## config.mk

```make
export PLATFORM = sky130hd
export DESIGN_NAME = bcd_display_ctrl_flat
export DESIGN_NICKNAME = d
export VERILOG_FILES = /design/src/rtl/bcd_display_if.sv /design/src/rtl/bcd_display_ctrl.sv /design/src/flat_wrapper.sv
export SDC_FILE = /design/constraint.sdc
export NUM_CORES = 1
export LEC_CHECK = 0
export ABC_AREA = 1
export CAP_MARGIN = 20
export CORE_UTILIZATION = 40
export CTS_CLUSTER_DIAMETER = 120
export DETAILED_ROUTE_END_ITERATION = 10
export PLACE_DENSITY_LB_ADDON = 0.05
export SLEW_MARGIN = 20
export SYNTH_ARGS = -nofsm -noshare
export SYNTH_HDL_FRONTEND = slang
export SYNTH_SLANG_ARGS = --single-unit
```

## constraint.sdc

```tcl
create_clock -name clk -period 1.4 [get_ports clk]
set_clock_uncertainty 0.15 [all_clocks]
set_input_delay 0.14 -clock clk [delete_from_list [all_inputs] [get_ports clk]]
set_output_delay 0.14 -clock clk [all_outputs]
set_load 0.03 [all_outputs]
```

## src/rtl/bcd_display_if.sv

```systemverilog
// Handshake and result bundle between a producer of binary values and the
// BCD display controller. The producer drives the master side; the
// controller implements the slave side.
interface bcd_display_if #(
  parameter int WIDTH  = 8,
  parameter int DIGITS = 3
);

  logic                  in_valid;
  logic                  in_ready;
  logic [WIDTH-1:0]      bin;
  logic                  lz_blank;
  logic [4*DIGITS-1:0]   bcd;
  logic [4*DIGITS-1:0]   digit;
  logic                  done;

  modport master (
    output in_valid,
    output bin,
    output lz_blank,
    input  in_ready,
    input  bcd,
    input  digit,
    input  done
  );

  modport slave (
    input  in_valid,
    input  bin,
    input  lz_blank,
    output in_ready,
    output bcd,
    output digit,
    output done
  );

endinterface

```

## src/rtl/bcd_display_ctrl.sv

```systemverilog
// Sequential binary-to-BCD converter (shift-and-add-3) feeding a bank of
// seven-segment decoders. One value is converted per WIDTH+2 cycles; the
// bcd/digit outputs only change on completion so the displays never show
// intermediate scratch contents. Optional leading-zero blanking replaces
// upper zero digits with BLANK_CODE.
module bcd_display_ctrl #(
  parameter int         WIDTH      = 8,
  parameter int         DIGITS     = 3,
  parameter logic [3:0] BLANK_CODE = 4'hF
) (
  input logic          clk,
  input logic          reset_n,
  bcd_display_if.slave bus
);

  localparam int BCD_W = 4 * DIGITS;
  localparam int CNT_W = $clog2(WIDTH + 1);

  function automatic longint unsigned pow10(input int n);
    longint unsigned p;
    p = 1;
    for (int i = 0; i < n; i++) p = p * 10;
    return p;
  endfunction

  localparam longint unsigned MAX_BIN = (64'd1 << WIDTH) - 64'd1;

  // The digit count must be able to hold the largest binary input, or the
  // top scratch digit would overflow during the final shifts.
  generate
    if (WIDTH < 1 || WIDTH > 63 || DIGITS < 1 || DIGITS > 19 ||
        pow10(DIGITS) <= MAX_BIN) begin : g_param_check
      $error("bcd_display_ctrl: DIGITS too small for WIDTH (or WIDTH out of range)");
    end
  endgenerate

  // Shift-and-add-3 correction: any digit >= 5 would become >= 10 after the
  // upcoming doubling, so pre-add 3 to make it carry into the next digit.
  function automatic logic [BCD_W-1:0] add3_adjust(input logic [BCD_W-1:0] s);
    logic [BCD_W-1:0] r;
    r = s;
    for (int i = 0; i < DIGITS; i++) begin
      if (s[4*i +: 4] >= 4'd5) r[4*i +: 4] = s[4*i +: 4] + 4'd3;
    end
    return r;
  endfunction

  // Replace zero digits above the most significant nonzero digit with the
  // blank code. Digit 0 is always shown so a value of 0 displays "0".
  function automatic logic [BCD_W-1:0] blank_leading(input logic [BCD_W-1:0] b,
                                                     input logic            lz);
    logic [BCD_W-1:0] r;
    logic             leading;
    r       = b;
    leading = lz;
    for (int i = DIGITS - 1; i >= 1; i--) begin
      if (b[4*i +: 4] != 4'd0) leading = 1'b0;
      if (leading) r[4*i +: 4] = BLANK_CODE;
    end
    return r;
  endfunction

  typedef enum logic [1:0] {
    IDLE    = 2'd0,
    CONVERT = 2'd1,
    LOAD    = 2'd2
  } state_t;

  state_t                  state;
  state_t                  state_next;
  logic [WIDTH-1:0]        shift_reg;
  logic [BCD_W-1:0]        scratch;
  logic [CNT_W-1:0]        cnt;
  logic                    lz_flag;
  logic [BCD_W-1:0]        bcd_reg;
  logic [BCD_W-1:0]        digit_reg;
  logic                    done_reg;
  logic                    accept;
  logic [BCD_W+WIDTH-1:0]  shifted;

  assign bus.in_ready = (state == IDLE);
  assign accept       = bus.in_valid && (state == IDLE);
  assign bus.bcd      = bcd_reg;
  assign bus.digit    = digit_reg;
  assign bus.done     = done_reg;

  // One conversion step: correct the scratch digits, then shift the combined
  // {scratch, binary} register left so the next binary MSB enters digit 0.
  always_comb begin
    shifted = {add3_adjust(scratch), shift_reg} << 1;
  end

  // State register.
  always_ff @(posedge clk) begin
    if (!reset_n) state <= IDLE;
    else          state <= state_next;
  end

  // Next-state logic; CONVERT leaves on the step that brings the counter to 0.
  always_comb begin
    state_next = state;
    unique case (state)
      IDLE:    if (accept) state_next = CONVERT;
      CONVERT: if (cnt == CNT_W'(1)) state_next = LOAD;
      LOAD:    state_next = IDLE;
      default: state_next = IDLE;
    endcase
  end

  // Datapath: capture on accept, iterate in CONVERT, publish results in LOAD.
  always_ff @(posedge clk) begin
    if (!reset_n) begin
      shift_reg <= '0;
      scratch   <= '0;
      cnt       <= '0;
      lz_flag   <= 1'b0;
      bcd_reg   <= '0;
      digit_reg <= {DIGITS{BLANK_CODE}};
      done_reg  <= 1'b0;
    end else begin
      done_reg <= 1'b0;
      unique case (state)
        IDLE: begin
          if (accept) begin
            shift_reg <= bus.bin;
            lz_flag   <= bus.lz_blank;
            scratch   <= '0;
            cnt       <= CNT_W'(WIDTH);
          end
        end
        CONVERT: begin
          {scratch, shift_reg} <= shifted;
          cnt                  <= cnt - CNT_W'(1);
        end
        LOAD: begin
          bcd_reg   <= scratch;
          digit_reg <= blank_leading(scratch, lz_flag);
          done_reg  <= 1'b1;
        end
        default: begin
          done_reg <= 1'b0;
        end
      endcase
    end
  end

endmodule

```

## src/flat_wrapper.sv

```systemverilog
// flat-port wrapper written by rule: the top's interface ports become plain ports
module bcd_display_ctrl_flat 
#(
  parameter int         WIDTH      = 8,
  parameter int         DIGITS     = 3,
  parameter logic [3:0] BLANK_CODE = 4'hF
)
  (clk, reset_n, bus_in_valid, bus_bin, bus_lz_blank, bus_in_ready, bus_bcd, bus_digit, bus_done);
  bcd_display_if #(.WIDTH(WIDTH), .DIGITS(DIGITS)) bus_i ();
  input logic clk;
  input logic reset_n;
  input wire logic [$bits(bus_i.in_valid)-1:0] bus_in_valid;
  input wire logic [$bits(bus_i.bin)-1:0] bus_bin;
  input wire logic [$bits(bus_i.lz_blank)-1:0] bus_lz_blank;
  output wire logic [$bits(bus_i.in_ready)-1:0] bus_in_ready;
  output wire logic [$bits(bus_i.bcd)-1:0] bus_bcd;
  output wire logic [$bits(bus_i.digit)-1:0] bus_digit;
  output wire logic [$bits(bus_i.done)-1:0] bus_done;
  assign bus_i.in_valid = bus_in_valid;
  assign bus_i.bin = bus_bin;
  assign bus_i.lz_blank = bus_lz_blank;
  assign bus_in_ready = bus_i.in_ready;
  assign bus_bcd = bus_i.bcd;
  assign bus_digit = bus_i.digit;
  assign bus_done = bus_i.done;
  bcd_display_ctrl #(.WIDTH(WIDTH), .DIGITS(DIGITS), .BLANK_CODE(BLANK_CODE)) u_core (.clk(clk), .reset_n(reset_n), .bus(bus_i));
endmodule
```

==> results of run 1 <==
==> cell families (layout without fill, tap and decap cells) <==
kind of cell               count (synthesis)  in the layout  synth area share
DFF                                       52             52             0.449
AOI/OAI and AO/OA                         51             51             0.129
and+or+nand+nor                          141            142             0.279
buffers and inverters                     37            102            0.0862
xor gates and xnor gates                   1              1           0.00377
adders and majority gates                 10             10            0.0539
==> worst max-delay path by stage <==
stage,endpoint,slack (ps)
after floorplan,u_core.scratch[9],60
after global placement,u_core.shift_reg[4],-230
after detailed placement,u_core.shift_reg[2],-260
after CTS,u_core.scratch[4],-30
after global routing,u_core.scratch[0],-50
final,u_core.scratch[0],-3
==> layout make-up <==
| class | count | share of cell area |
|---|---|---|
| inverters | 24 | 0.0313 |
| clock buffers | 6 | 0.0227 |
| well taps | 72 | 0.0281 |
| repair buffers | 70 | 0.204 |
| flip-flops and latches | 52 | 0.328 |
| multi-input cells | 204 | 0.375 |
| clock inverters | 2 | 0.0109 |
==> cell usage in the layout (no fill, tap or decap), drive strengths merged <==
cell	synthesis	final
nand2	91	91
dfxtp	52	52
a21oi	36	36
buf	11	34
nand3	28	28
dlygate4sd2	0	25
inv	23	23
nor2	13	14
clkdlybuf4s50	0	11
ha	10	10
a31oi	7	7
clkbuf	2	6
o21ai	6	6
nand4	5	5
nand3b	2	2
clkinv	1	2
o211ai	1	1
a22oi	1	1
nor3	1	1
xnor2	1	1
nor3b	1	1
bufinv	0	1
==> timing repair <==
item                                    CTS  global route
buffers inserted                          3             6
pin swaps                                 5            21
hold buffers                              0             0
endpoints found under the setup margin   55            39
gates resized for setup                  33            43
cloned                                    1             0
==> report_power, final <==
group          internal [uW]  switching (uW)
registers               1520            28.4
clock network            531             472
logic                    187             211
total                   2240             711
==> metrics by stage <==
stage | worst slack (ps) | power [uW] | instances | util | hold WS (ps)
2_1_floorplan | 64.0 | 1790 | 292 | - | 125
3_3_place_gp | -232 | 1890 | 412 | 0.514 | 290
3_5_place_dp | -263 | 1890 | 412 | 0.514 | 294
4_1_cts | -31.2 | 2900 | 424 | 0.541 | 245
5_1_grt | -53.8 | 3080 | 430 | 0.578 | 287
6_report | -2.62 | 2950 | 430 | 0.578 | 258
==> worst reg2reg max path, delay by kind of cell, from the launching register on <==
family,cells,cell delay (ps)
DFF,1,330
and+or+nand+nor,3,280
buffers and inverters,3,410
AOI/OAI and AO/OA,1,120
==> routing by layer <==
| metal | vias to the layer above | GRT usage | part of all wire |
|---|---|---|---|
| met5 | - | 0 | 0 |
| li1 | 1090 | - | - |
| met4 | 0 | 0.0722 | 0.013 |
| met2 | 40 | 0.245 | 0.44 |
| met1 | 924 | 0.237 | 0.51 |
| met3 | 5 | 0.0256 | 0.037 |
==> flow_summary.toml, run 1 <==
[synthesis]
ys_async_sr_fraction = 0
number_of_enable_type_register_cells_in_the_synthesized_netlist = 0
yosysSeqAreaShare = 0.449
synth_nets = 314
dominant_register_cell_in_the_synthesized_netlist = "dfxtp_1"
synth_top_cells_by_count = "80 x nand2_1, 52 x dfxtp_1, 28 x a21oi_1, 28 x nand3_1, 19 x inv_1"
summed_instance_area_of_the_synthesized_netlist_sq_mm = 0.00232
synth_top_area_cell = "dfxtp_1"
post-synth-top-area-fraction = 0.449
synthesis.instances = 292
synth.avg_cell_area_sq_um = 7.95
top_cells_by_area_in_the_synthesized_netlist = "dfxtp_1 45%, nand2_1 13%, a21oi_1 6.0%, nand3_1 6.0%, ha_1 5.4%"
yosys_warnings = 0
synth_seq_cells = 52
post-synth-top-count-cell = "nand2_1"
yosys.cell_types.count = 29

[clocking]
root_buffer = "clkbuf_8"
cts-buffers-inserted = 5
tritoncts_clock_tree = "yes"
cts_max_path_buffers = 2
worstSkewPairLatency_ps = 300
clk_transition_reported_paths_ps = 90
clock_sinks = 52
clock_tree.htree_level_count = 2

[setup_path]
kind_of_end_point_of_the_critical_path = "flop"
worstSetupStartpoint = "u_core.state[1]"
reg2regPathDepth = 7
cp_top_family = "buffers and inverters"
slowest_stage = "dfxtp_2"
path_class = "reg -> reg"
path_depth = 7
rrSetupSlack_ps = -3
regToRegEndpoint = "u_core.scratch[0]"
worst-path-max-fanout = 11
worstSetupStartpointType = "flop"
crit_path_cell_trace = "buf_4 -> nor2_4 -> buf_12 -> nor2_4 -> buf_12 -> a22oi_2 -> nor2_1"
arrival_ps = 1450
number_of_buffer_and_inverter_stages_on_the_critical_path = 3
slowest_delay_ps = 330
cp.required_ps = 1440
worstReg2RegStart = "u_core.state[1]"

[sta]
setup_viol = 1
relSlewSlack = 0.798
fmax_ghz = 0.713
post_route_minimum_period_ps = 1400
worst_pin_slew_ps = 304
rsz0062_at_grt = "true"
post_route_setup_tns_ps = -2.62
final_max_slew_viol_count = 0
finalWorstSetupSlack_ps = -2.62
hold_viol_final = 0
min_period_over_period = 1.00

[grt]
overflow = 0
via_count_of_the_first_global_routing_pass = 1782
grt_max_degree = 26
gr-usage-all-layers = 0.166
grt_antenna_before_repair = 0
global_route_wire_length_before_repair_um = 8090

[routing]
dr.pass1.iters = 4
routed_wire_length_per_instance_um = 11.3
route.vias.total = 2059
detail_route.iter0.violations = 75
drc = 0
vias_per_cell = 4.79
wl_um = 4870
detail-route-antenna-nets = 0

[power]
power.static_leakage_uw = 0.00131
p_per_area_mw_per_mm2 = 921
vdd.ir_drop.worst_mv = 0.427

[finish]
n_fill_cell = 566
regArea_sq_mm = 0.00105
final_cell_area_sq_mm = 0.00320
area_delta_synth_final_pct = 37.9
antenna_cells = 0
final_layout_size_suffix_gt1_frac = 0.293
nets = 379
multi_input_comb_area_sq_mm = 0.00120

[floorplan]
die_h_um = 78.2
die_outline_area_sq_mm = 0.00611
io_pins = 38
floorplan.initialDensity = 0.419
rows = 27
fp.dieW_um = 78.2
core_area_sq_mm = 0.00554

[min_path]
min_path_cells = 3
min_path_type = "in -> reg"
min-delay-start = "bus_bin[4]"
hold-path-endpoint = "u_core.shift_reg[4]"

[status]
result_of_the_run = "complete, but fails checks"
violations = "negative setup slack"

[placement]
placed_cell_area_sq_mm = 0.00285
detailed_place_hpwl_um = 3300
port_buffers = 37
gp_congestion = 0.792

[job]
timing.max_cap.violations = 0
Power figures use the tool's default switching activity.
==> run 2: changes to the inputs <==
- CORE_UTILIZATION: 40 -> 38
==> flow_summary.toml, run 2 (same netlist as run 1, synthesis figures left out) <==
[floorplan]
io_pins = 38
die_h_um = 80.2
die_outline_area_sq_mm = 0.00642
floorplan.initialDensity = 0.392
fp.dieW_um = 80.2
core_area_sq_mm = 0.00592
rows = 28

[grt]
grt_most_used_layer = "met2"
gr-usage-all-layers = 0.166
grt_antenna_before_repair = 0
global_route_wire_length_before_repair_um = 8250
via_count_of_the_first_global_routing_pass = 1838
groute.layer.met3.usage = 0.0375
grt_max_degree = 26
groute.layer.met1.usage = 0.222
overflow = 0
groute.layer.met2.usage = 0.263

[setup_path]
worst-path-max-fanout = 17
slowest_delay_ps = 340
arrival_ps = 1460
path_class = "reg -> reg"
worstSetupStartpointType = "flop"
kind_of_end_point_of_the_critical_path = "flop"
slowest_stage = "dfxtp_2"
cp.required_ps = 1490
cp_top_family = "flip-flops"
crit_path_cell_trace = "buf_6 -> nor2_4 -> buf_8 -> nand4_1 -> a21oi_1"
number_of_buffer_and_inverter_stages_on_the_critical_path = 2

[clocking]
worstSkewPairLatency_ps = 300
clock_tree.htree_level_count = 2
hold_buffers = 0
cts_max_path_buffers = 2
root_buffer = "clkbuf_8"
clk_transition_reported_paths_ps = 90
cts-buffers-inserted = 5
clock_sinks = 52
tritoncts_clock_tree = "yes"

[sta]
fmax_ghz = 0.730
hold_viol_final = 0
worst_pin_slew_ps = 301
post_route_setup_tns_ps = 0
setup_viol = 0
post_route_minimum_period_ps = 1370
min_period_over_period = 0.979
relSlewSlack = 0.800
final_max_slew_viol_count = 0
rsz0062_at_grt = "true"

[finish]
antenna_cells = 0
final_common_cell = "nand2_1"
nets = 380
final_cell_area_sq_mm = 0.00322
layout.cells.most_common_list = "77 x nand2_1, 44 x dfxtp_1, 26 x a21oi_1"
final_layout_size_suffix_gt1_frac = 0.292
area_delta_synth_final_pct = 38.9
n_fill_cell = 602
utilization = 0.544

[power]
vdd.ir_drop.worst_mv = 0.371
p_per_area_mw_per_mm2 = 885
power.static_leakage_uw = 0.00132

[job]
timing.max_cap.violations = 0

[placement]
placed_cell_area_sq_mm = 0.00288
gp_congestion = 0.761
detailed_place_hpwl_um = 3310
port_buffers = 37

[routing]
detail_route.iter0.violations = 64
wl_um = 5090
vias_per_cell = 4.68
dr.pass1.iters = 4
route.vias.total = 2033
routed_wire_length_per_instance_um = 11.7
detail-route-antenna-nets = 0
drc = 0

[status]
result_of_the_run = "complete, no violations"

[min_path]
min_path_type = "in -> reg"
[run 2: worst paths after layout]
kind	from	endpoint	slack, ps	depth (start not counted)
hold / removal	bus_bin[0]	u_core.shift_reg[0]	240	3
setup / recovery	u_core.state[1]	u_core.scratch[4]	30	5
setup reg to reg	u_core.state[1]	u_core.scratch[4]	30	5
hold reg to reg	u_core.bus.digit[3]	u_core.bus.digit[3]	310	2
[run 2: area by class of cell]
class                   instances  area [sq um]  share of cell area
repair buffers                 71           689               0.214
inverters                      24          97.6              0.0303
clock buffers                   7          86.3              0.0268
well taps                      75          93.8              0.0291
flip-flops and latches         52          1050               0.326
multi-input cells             204          1200               0.372
clock inverters                 1          7.51             0.00233
[run 2: repair_timing]
action	CTS	global route
resized for setup	32	49
endpoints found under the hold margin	0	0
pin swaps	0	19
setup buffers	1	6
cloned	1	1
endpoints found under the setup margin	48	38
[run 2: worst register-to-register path, cell delays in order (launching register included)]
cell     delay, ps
dfxtp_2        340
buf_6          110
nor2_4         180
buf_8          210
nand4_1        160
a21oi_1        160
[run 2: power by group]
part / internal (uW) / switching [uW] / total, uW
Sequential: 1520 / 26.1 / 1550
Combinational: 199 / 216 / 414
Clock: 403 / 489 / 891
Total: 2120 / 731 / 2850
[run 2: per-layer routing]
metal  vias up  routed length [um]
met4         0                  80
met1       898                2610
li1       1086                   -
met2        42                2220
met3         7                 179
met5         -                   0
[run 2: per-stage QoR]
step           hold WS [ps]  power (uW)  std cells  setup slack, ps
3_3_place_gp            288        1890        417             -239
5_1_grt                 272        2970        434            -45.9
2_1_floorplan           125        1790        292             64.0
4_1_cts                 230        2800        427            -6.88
6_report                236        2850        434             30.0
3_5_place_dp            295        1890        417             -276
==> run 3: changes to the inputs <==
- REMOVE_ABC_BUFFERS: default -> 1
==> flow_summary.toml, run 3 (same netlist as run 1, synthesis figures left out) <==
[status]
result_of_the_run = "complete, no violations"

[routing]
drc = 0
top_layer = "met4"
met1_length_um = 2560
routed_wire_length_per_instance_um = 11.9
detailed_routed_wire_length_on_met3_um = 159
detail-route-antenna-nets = 0
dr.pass1.iters = 4
routed-wl-met2_um = 2470
detail_route.iter0.violations = 54
vias_per_cell = 4.81
route.vias.total = 2113
wl_um = 5240

[placement]
detailed_place_hpwl_um = 3360
dp_worst_setup_slack_ps = -270
gp_congestion = 0.786
port_buffers = 37
dp.cells = 423

[grt]
global_route_wire_length_before_repair_um = 8530
grt_max_degree = 33
gr-usage-all-layers = 0.170
grt_antenna_before_repair = 0
overflow = 0
via_count_of_the_first_global_routing_pass = 1887

[sta]
hold_viol_final = 0
min_period_over_period = 0.980
fmax_ghz = 0.729
finalWorstSetupSlack_ps = 27.6
final_max_slew_viol_count = 0
post_route_minimum_period_ps = 1370
setup_viol = 0
worst_pin_slew_ps = 306
relSlewSlack = 0.797
rsz0062_at_grt = "true"

[clocking]
hold_buffers = 0
worstSkewPairLatency_ps = 300
clk_transition_reported_paths_ps = 90
cts_max_path_buffers = 2
clock_tree.htree_level_count = 2
tritoncts_clock_tree = "yes"
root_buffer = "clkbuf_8"
clock_sinks = 52
cts-buffers-inserted = 5

[setup_path]
arrival_ps = 1410
path_class = "reg -> reg"
worst-path-max-fanout = 11
worstSetupStartpointType = "flop"
cp.required_ps = 1440
kind_of_end_point_of_the_critical_path = "flop"

[job]
timing.max_cap.violations = 0

[finish]
final_common_cell = "nand2_1"
finalNonFillerCells = 439
layout.cells.most_common_list = "76 x nand2_1, 45 x dfxtp_1, 28 x buf_4"
antenna_cells = 0
final_layout_size_suffix_gt1_frac = 0.291
multi_input_comb_area_sq_mm = 0.00119
area_delta_synth_final_pct = 40.6
regArea_sq_mm = 0.00105
n_fill_cell = 588
nets = 385

[power]
report.power.total_uw = 2840
power.share.combinational = 0.145
vdd.ir_drop.worst_mv = 0.519
power.static_leakage_uw = 0.00134
p_int_uw = 2120
switchingPower_uw = 719
clock_network_power_share = 0.309
power_switching_share = 0.253
p_seq_frac = 0.545
p_per_area_mw_per_mm2 = 870

[floorplan]
io_pins = 38
core_area_sq_mm = 0.00592
floorplan.initialDensity = 0.392
fp.dieW_um = 80.2
die_outline_area_sq_mm = 0.00642
rows = 28
die_h_um = 80.2

[min_path]
min_path_type = "in -> reg"
-- run 3: changes by cell type in the layout (fill, tap and decap cells not counted), sizes merged --
cell	delta
clkinvlp	-1
dlygate4sd2	+1
buf	+6
clkdlybuf4s15	-1
-- run 3: per-stage QoR --
stage / setup TNS (ps) / cell area [sq um] / hold slack [ps] / utilization
finish: 0 / 3260 / 258 / 0.551
floorplan: -1090 / 2210 / 74.6 / -
detailed placement: -5450 / 2950 / 295 / 0.498
CTS: -22.4 / 3040 / 252 / 0.513
global placement: -5030 / 2950 / 292 / 0.498
global route: -276 / 3260 / 277 / 0.551
-- run 3: worst paths after layout --
kind	depth (start not counted)	start	slack [ps]	endpoint
min	3	bus_bin[4]	260	u_core.shift_reg[4]
max reg2reg	8	u_core.state[1]	30	u_core.shift_reg[0]
min reg2reg	2	u_core.bus.digit[2]	310	u_core.bus.digit[2]
max	8	u_core.state[1]	30	u_core.shift_reg[0]
-- run 3: area by class of cell --
type                    count  share of cell area
well taps                  75              0.0287
repair buffers             76               0.225
clock buffers               8              0.0276
inverters                  24              0.0307
multi-input cells         204               0.366
flip-flops and latches     52               0.322
-- run 3: power groups by stage --
stage	clock network [uW]	registers (uW)	logic, uW
6_report	878	1550	413
5_1_grt	962	1550	450
4_1_cts	919	1540	339
3_5_place_dp	0	1580	326
3_3_place_gp	0	1580	325
2_1_floorplan	0	1590	161
-- run 3: metal layers --
layer,GRT usage,up-vias
met3,0.0352,4
met2,0.279,39
met4,0.0500,0
met5,0,-
li1,-,1094
met1,0.223,976
-- run 3: critical path: stages, from the launching register on --
cell     delay, ps
dfxtp_2        340
inv_2           80
nand2_4         70
nor2_4         200
buf_12         130
nor2_4          30
buf_12         140
nand2_1         60
a21oi_1         60
-- run 3: what timing repair did --
action	in CTS	in global routing
pin swaps	2	16
setup endpoints to repair	50	35
gates resized for setup	32	42
cloned	1	0
buffers inserted	0	8
